## src/rtl/ttd_conv_ctrl.sv

```systemverilog
// ---------------------------------------------------------------------------
// ttd_conv_ctrl
// Conversion sequencer for the time-to-digital converter front end.
// Each conversion discharges the ramp capacitor, releases it, runs a
// down-counting time base, captures the count on the first synchronised
// comparator rising edge (or times out), offset-corrects and saturates it
// to 8 bits, and presents the result on a valid/ready interface.
//
// Optional feature macro: TTD_AVG_EN
//   When defined, 2^AVG_LOG2 raw captures are summed and their mean is
//   converted and presented once per group.
//
// Ports:
//   i_clk       system clock
//   i_rst       asynchronous active-low reset
//   i_start     one-cycle conversion request (only honoured in IDLE)
//   i_cont      continuous mode, sampled at the output handshake
//   i_cmp_in    comparator output, asynchronous to i_clk
//   o_rst_cap   capacitor discharge (1 = discharge)
//   o_busy      high whenever the sequencer is not IDLE
//   o_data_out  corrected 8-bit result
//   o_valid     o_data_out valid
//   i_ready     consumer accepts when o_valid && i_ready
//   o_timeout   result came from a window with no comparator edge
// ---------------------------------------------------------------------------
module ttd_conv_ctrl #(
    parameter int WIDTH      = 11,
    parameter int RST_CYCLES = 4,
    parameter int OFFSET     = 509,
    parameter int AVG_LOG2   = 2
) (
    input  logic       i_clk,
    input  logic       i_rst,
    input  logic       i_start,
    input  logic       i_cont,
    input  logic       i_cmp_in,
    output logic       o_rst_cap,
    output logic       o_busy,
    output logic [7:0] o_data_out,
    output logic       o_valid,
    input  logic       i_ready,
    output logic       o_timeout
);

    localparam int DW = $clog2(RST_CYCLES + 1);

    typedef enum logic [2:0] {
        S_IDLE,
        S_DISCH,
        S_RAMP,
        S_RESULT,
        S_HOLD
    } state_t;

    state_t             r_state;
    logic               r_sync1, r_sync2, r_sync3;
    logic [WIDTH-1:0]   r_cnt;
    logic [DW-1:0]      r_dcnt;
    logic [WIDTH-1:0]   r_raw;
    logic               r_to;

    logic               w_edge;
    logic [WIDTH-1:0]   w_val;
    logic               w_to_out;
    logic [WIDTH:0]     w_diff;
    logic [7:0]         w_code;

    assign w_edge = r_sync2 & ~r_sync3;

`ifdef TTD_AVG_EN
    logic [WIDTH+AVG_LOG2-1:0] r_acc;
    logic [AVG_LOG2:0]         r_grp;
    logic                      r_to_any;
    logic [WIDTH+AVG_LOG2-1:0] w_sum;
    logic                      w_last;

    // Timeout captures hold raw = 0, so they add nothing to the sum.
    assign w_sum    = r_acc + {{AVG_LOG2{1'b0}}, r_raw};
    assign w_val    = WIDTH'(w_sum >> AVG_LOG2);
    assign w_to_out = r_to_any | r_to;
    assign w_last   = (r_grp == (AVG_LOG2+1)'((1 << AVG_LOG2) - 1));
`else
    assign w_val    = r_raw;
    assign w_to_out = r_to;
`endif

    // raw - OFFSET in WIDTH+1 bits; the top bit is the sign.
    assign w_diff = {1'b0, w_val} - (WIDTH+1)'(OFFSET);

    always_comb begin
        w_code = w_diff[7:0];
        if (w_to_out || w_diff[WIDTH])
            w_code = 8'd0;
        else if (|w_diff[WIDTH-1:8])
            w_code = 8'hFF;
    end

    always_ff @(posedge i_clk or negedge i_rst) begin
        if (!i_rst) begin
            r_state    <= S_IDLE;
            r_sync1    <= 1'b0;
            r_sync2    <= 1'b0;
            r_sync3    <= 1'b0;
            r_cnt      <= '1;
            r_dcnt     <= '0;
            r_raw      <= '0;
            r_to       <= 1'b0;
            o_rst_cap  <= 1'b1;
            o_busy     <= 1'b0;
            o_data_out <= 8'd0;
            o_valid    <= 1'b0;
            o_timeout  <= 1'b0;
`ifdef TTD_AVG_EN
            r_acc      <= '0;
            r_grp      <= '0;
            r_to_any   <= 1'b0;
`endif
        end else begin
            r_sync1 <= i_cmp_in;
            r_sync2 <= r_sync1;
            r_sync3 <= r_sync2;

            case (r_state)
                S_IDLE: begin
                    if (i_start) begin
                        r_state <= S_DISCH;
                        r_dcnt  <= '0;
                        o_busy  <= 1'b1;
                    end
                end

                S_DISCH: begin
                    if (r_dcnt == DW'(RST_CYCLES - 1)) begin
                        r_state   <= S_RAMP;
                        r_cnt     <= '1;
                        o_rst_cap <= 1'b0;
                    end else begin
                        r_dcnt <= r_dcnt + 1'b1;
                    end
                end

                // An edge in the cycle the counter reaches 0 still counts
                // as a hit: raw = 0 with no timeout.
                S_RAMP: begin
                    if (w_edge || r_cnt == '0) begin
                        r_raw     <= r_cnt;
                        r_to      <= ~w_edge;
                        r_state   <= S_RESULT;
                        o_rst_cap <= 1'b1;
                    end else begin
                        r_cnt <= r_cnt - 1'b1;
                    end
                end

                S_RESULT: begin
`ifdef TTD_AVG_EN
                    r_acc    <= w_sum;
                    r_to_any <= w_to_out;
                    if (w_last) begin
                        o_data_out <= w_code;
                        o_timeout  <= w_to_out;
                        o_valid    <= 1'b1;
                        r_state    <= S_HOLD;
                    end else begin
                        r_grp   <= r_grp + 1'b1;
                        r_dcnt  <= '0;
                        r_state <= S_DISCH;
                    end
`else
                    o_data_out <= w_code;
                    o_timeout  <= r_to;
                    o_valid    <= 1'b1;
                    r_state    <= S_HOLD;
`endif
                end

                S_HOLD: begin
                    if (i_ready) begin
                        o_valid <= 1'b0;
`ifdef TTD_AVG_EN
                        r_acc    <= '0;
                        r_grp    <= '0;
                        r_to_any <= 1'b0;
`endif
                        if (i_cont) begin
                            r_state <= S_DISCH;
                            r_dcnt  <= '0;
                        end else begin
                            r_state <= S_IDLE;
                            o_busy  <= 1'b0;
                        end
                    end
                end

                default: r_state <= S_IDLE;
            endcase
        end
    end

endmodule

```

## config.mk

```make
export PLATFORM = sky130hd
export DESIGN_NAME = ttd_conv_ctrl
export DESIGN_NICKNAME = d
export VERILOG_FILES = /design/src/rtl/ttd_conv_ctrl.sv
export SDC_FILE = /design/constraint.sdc
export NUM_CORES = 1
export LEC_CHECK = 0
export ABC_CLOCK_PERIOD_IN_PS = 3500
export BUFFER_PORTS_ARGS = -buffer_cell sky130_fd_sc_hd__buf_2
export CAP_MARGIN = 5
export CELL_PAD_IN_SITES_DETAIL_PLACEMENT = 0
export CELL_PAD_IN_SITES_GLOBAL_PLACEMENT = 1
export CORE_MARGIN = 2
export CORE_UTILIZATION = 27
export DETAILED_ROUTE_END_ITERATION = 8
export PLACE_DENSITY = 0.49
export SYNTH_ARGS = -nofsm -noshare
export SYNTH_HDL_FRONTEND = slang
export SYNTH_SLANG_ARGS = --single-unit
export TNS_END_PERCENT = 1
```

## constraint.sdc

```tcl
create_clock -name i_clk -period 3.5 [get_ports i_clk]
set_clock_uncertainty 0.15 [all_clocks]
set_input_delay 0.175 -clock i_clk [delete_from_list [all_inputs] [get_ports i_clk]]
set_output_delay 0.175 -clock i_clk [all_outputs]
set_load 0.02 [all_outputs]
```

# Word-level counts from Yosys, hierarchy flattened
# Index checks and enable logic that the tools add are counted.
[totals]
reg_bits = 44
in_bits = 6
wordCells = 73
[op_classes]
addsub = 3
n_eq_ne = 13
n_mux = 25
bitwise_logic = 3
n_reduce_logical = 16
[ops]
columns = ["operator", "n"]
rows = [
  ["2-to-1 mux 3 bit", 8],
  ["2-to-1 mux 11 bit", 2],
  ["one-hot mux 11 bit (2 select lines)", 1],
  ["2-to-1 mux 8 bit", 2],
  ["!= test 2 bit, second input constant", 8],
  ["one-hot mux 3 bit (5 select lines)", 1],
  ["subtractor 11 x 9 -> 12 bit, second input constant", 1],
  ["zero test 11 bit", 1],
  ["subtractor 11 x 1 -> 11 bit, second input constant", 1],
  ["equality test 3 x 2 -> 1 bit, second input constant", 3],
  ["one-hot mux 3 bit (3 select lines)", 1],
  ["AND reduction 4 bit", 2],
  ["2-to-1 mux 1 bit", 7],
  ["one-hot mux 1 bit (2 select lines)", 3],
  ["AND reduction 3 bit", 2],
  ["nonzero test 2 bit", 3],
  ["AND reduction 5 bit", 1],
  ["AND reduction 2 bit", 2],
  ["adder 3 x 1 -> 3 bit, second input constant", 1],
  ["equality test 3 x 1 -> 1 bit, second input constant", 1],
  ["equality test 3 bit, second input constant", 1],
  ["zero test 3 bit", 1],
  ["nonzero test 3 bit", 1],
  ["OR reduction 3 bit", 1],
  ["other kinds (3)", 5],
]

# Longest topological paths before layout
[depth]
ltp_word = 5
ltp_mapped = 7
mapped_depth_nobuf = 7

# Worst setup path before layout
# Ideal clock, no wire load.
[synth_path]
path_kind = "register to register"
startpoint = "register r_cnt[0]"
endpoint = "register r_raw[10]"
arrival_time_ns = 1.985
required_ns = 3.225
path_slack_ns = 1.239
stages_incl_launch_ff = 8
path_buffers = 1
path_cell_list = "dfstp_2 inv_1 ha_1 or4b_1 o31a_1 nor2_4 buf_12 mux2_4"
[synth_via]
elab_chain_len = 3
[synth_rtl]
columns = ["item", "line", "text"]
rows = [
  ["start: declaration", "57", "logic [WIDTH-1:0] r_cnt;"],
  ["start signal: assignment", "151", "r_cnt <= r_cnt - 1'b1;"],
  ["zero test 11 bit", "145", "if (w_edge || r_cnt == '0) begin"],
  ["logical OR 1 bit", "145", ""],
  ["AND reduction 2 bit (no line)", "n/a", ""],
  ["end signal: assignment", "146", "r_raw <= r_cnt;"],
  ["end: declaration", "59", "logic [WIDTH-1:0] r_raw;"],
]
# No other way between the ends.
# A chain may end at the register's enable or synchronous reset.

# Worst setup path in the final report
[layout_path]
startpoint = "register r_cnt[0]"
endpoint = "register r_raw[6]"
# The elaborated chain is that of the path after synthesis.

==> impl_metrics.csv <==
group,metric,value,unit
cts,clkSinkCount,44,
sta,hold_viol,0,
die,num_rows,34,
cts,cts_root_buf,"clkbuf_8",
critical_path,worstPathArrival,2710,ps
sta,period_share,76.3,%
detailed_routing,ant_nets,0,
placement,hpwl,3.86,mm
cts,clock_insertion_delay_worst_skew,300,ps
sta,layout_min_cycle_time,2670,ps
layout,fillers,903,
layout,area_growth,13.1,%
global_routing,grt_start_max_net_pins,45,
detailed_routing,drc,0,
sta,tns,0,ps
critical_path,cp-end-kind,"flip-flop",
synthesis,synth_cell_types,55,
detailed_routing,viasPerCell,4.95,
cts,cts_max_level,2,
cts,clk_path_buf_depth,2,
critical_path,start_kind,"flip-flop",
run_status,status,"complete, no violations",
sta,slew_headroom,33.2,%
critical_path,criticalPathCategory,"reg -> reg",
detailed_routing,drt_pass1_iterations,4,
sta,finalSetupViolCount,0,
placement,dpl_cell_area,2540,sq um
sta,slew_viol_final,0,
detailed_routing,vias,1727,
sta,hold-worst-slack,32.7,ps
critical_path,path_cells,"inv_1 > ha_1 > or4b_1 > o31a_1 > nor2_4 > mux2_2",
critical_path,cp.required,3540,ps
die,fp.dieW,97.7,microns
sta,max_freq,374,MHz
global_routing,grt_use_total,12.0,%
synthesis,ys_seq_elements,44,
min_path,hold_class,"in -> reg",
die,die_h,97.7,microns
synthesis,synthArstFlopShare,100,%
critical_path,path_max_fanout,12,
pwr,p_per_area,813,nW/um^2
synthesis,yosys-top-cells-area,"dfrtp_1 (34%), dfstp_2 (13%), mux2_4 (4.4%), ha_1 (2.6%), o21ai_0 (2.5%)",
global_routing,antenna_found_initial,0,
detailed_routing,drt_wl_total,5.45,mm
detailed_routing,wire_per_inst,15.6,microns
critical_path,slowest_delay,520,ps
synthesis,ys_seq_area_share,47.1,%
layout,final_cell_area,2680,sq um
synthesis,synthesis.area,2370,sq um
pwr,ir_drop,265,uV
synthesis,netlist_instances,223,
die,core-area,8640,sq um
critical_path,slowest_stage,"or4b_1",
layout,fin_nets,251,
layout,n_antenna_cell,0,
placement,port_buffers,17,
detailed_routing,drtIter0Drc,78,
sta,grt_setup_unrepaired,"no",
critical_path,cp_top_family,"simple AND/OR/NAND/NOR gates",
global_routing,grt_pass1_wl,9.18,mm
synthesis,synth_edf_count,0,
pwr,p_leak,1.13,nW
global_routing,grt_pass1_vias,1717,
cts,cts_resized,0,
die,die-area,9540,sq um
layout,drive_gt1_share,24.5,%
cts,numCtsBuffers,5,
layout,multiInputGateArea,1130,sq um
cts,cts_tree,"done",
die,start_util,27.4,%
global_routing,grt_overflow,0,
sta,finalWorstSetupSlack,829,ps
die,boundaryPins,18,
synthesis,yosys.area.top_type,"dfrtp_1",
placement,gp_congestion,0.743,
run,max-cap-violations,0,
synthesis,synth_ff_type,"dfrtp_1",
synthesis,synth_top_area_share,33.8,%
synthesis,synth_nets,234,
cts,clk_pin_slew,90,ps
critical_path,cp_num_buf_inv,1,
layout,regArea,1120,sq um
synthesis,yosys_warnings,0,
placement,preCtsSetupSlack,838,ps
synthesis,syn_area_per_cell,10.6,sq um
sta,tightest_slew,1000,ps
==> where the power goes <==
group / internal [mW] / switching (mW) / total, mW
Sequential: 0.736 / 0.221 / 0.957
Combinational: 0.366 / 0.437 / 0.802
Clock: 0.234 / 0.186 / 0.420
Total: 1.34 / 0.844 / 2.18
==> registers in the layout (all words and copies together) (netlist names) <==
register    cells
o_busy          1
o_data_out      8
o_rst_cap       1
o_timeout       1
o_valid         1
r_cnt          11
r_dcnt          3
r_raw          11
r_state         3
r_sync1         1
r_sync2         1
r_sync3         1
r_to            1
==> cell usage after synthesis (6+ instances only) <==
library cell	count
a32oi_1	6
nand3_1	6
nand2_1	11
o21ai_0	12
mux2_4	7
nor2_1	11
dfrtp_1	32
inv_1	14
clkbuf_1	8
dfstp_2	12
nor3_1	7
a21oi_1	10
nand4_1	6
o211ai_1	7
==> placed cells by master (no fill, tap or decap), types with 5 or more instances in the layout <==
cell / n
dfrtp_1: 32
buf_2: 17
inv_1: 14
o21ai_0: 12
dfstp_2: 12
nand2_1: 11
nor2_1: 11
a21oi_1: 10
mux2_4: 7
nor3_1: 7
o211ai_1: 7
nand3_1: 6
nand4_1: 6
a32oi_1: 6
clkbuf_8: 6
nand2b_1: 5
mux2_2: 5
ha_1: 5
==> cell families (layout without fill, tap and decap cells) <==
| logic type | count (synthesis) | in the layout | share of synthesized area, % |
|---|---|---|---|
| AND/OR/NAND/NOR | 68 | 68 | 16.1 |
| AO/OA/AOI/OAI | 60 | 60 | 19.1 |
| flip-flops | 44 | 44 | 47.1 |
| buffers and inverters | 26 | 44 | 5.17 |
| multiplexers | 15 | 15 | 8.08 |
| adder cells (fa/ha/maj) | 5 | 5 | 2.64 |
| XOR/XNOR | 5 | 5 | 1.85 |
==> cell type report <==
| cell class | count | area share, % |
|---|---|---|
| inverter | 15 | 2.10 |
| timing repair buffer | 21 | 4.48 |
| sequential | 44 | 41.6 |
| clock inverter | 2 | 1.45 |
| multi-input combinational | 153 | 42.2 |
| tap | 108 | 5.04 |
| clock buffer | 6 | 3.08 |
==> worst paths after layout <==
check	from	end	slack [ps]	depth (start not counted)
hold reg to reg	r_sync1	r_sync2	210	0
min in group asynchronous	i_rst	o_data_out[3]	430	2
setup reg to reg	r_cnt[0]	r_raw[6]	830	6
max in group asynchronous	i_rst	o_valid	2150	2
setup / recovery	r_cnt[0]	r_raw[6]	830	6
hold / removal	i_ready	r_state[2]	30	4
==> timing repair <==
action,4_1_cts,5_1_grt
hold buffers,2,0
buffers inserted,0,0
endpoints found under the hold margin,33,0
==> tightest hold or removal path, cell delays in order <==
cell	delay, ps
buf_2	100
inv_1	50
nand3_1	80
nand2_1	50
==> layer usage <==
metal	GRT usage, %	routed length [microns]	vias to the layer above	share of wire (%)
li1	-	-	858	-
met1	16.7	2790	852	51
met2	19.2	2510	15	46
met3	2.52	116	2	2.1
met4	2.56	28	0	0.51
met5	0	0	-	0
==> stage by stage <==
step,total power [mW],std cells,utilization (%)
floorplan,1.53,223,-
finish,2.18,349,31.0
global placement,1.78,339,29.4
detailed placement,1.78,339,29.4
CTS,2.21,349,31.0
global route,2.35,349,31.0
No activity file was read; power rests on OpenSTA's default activity.
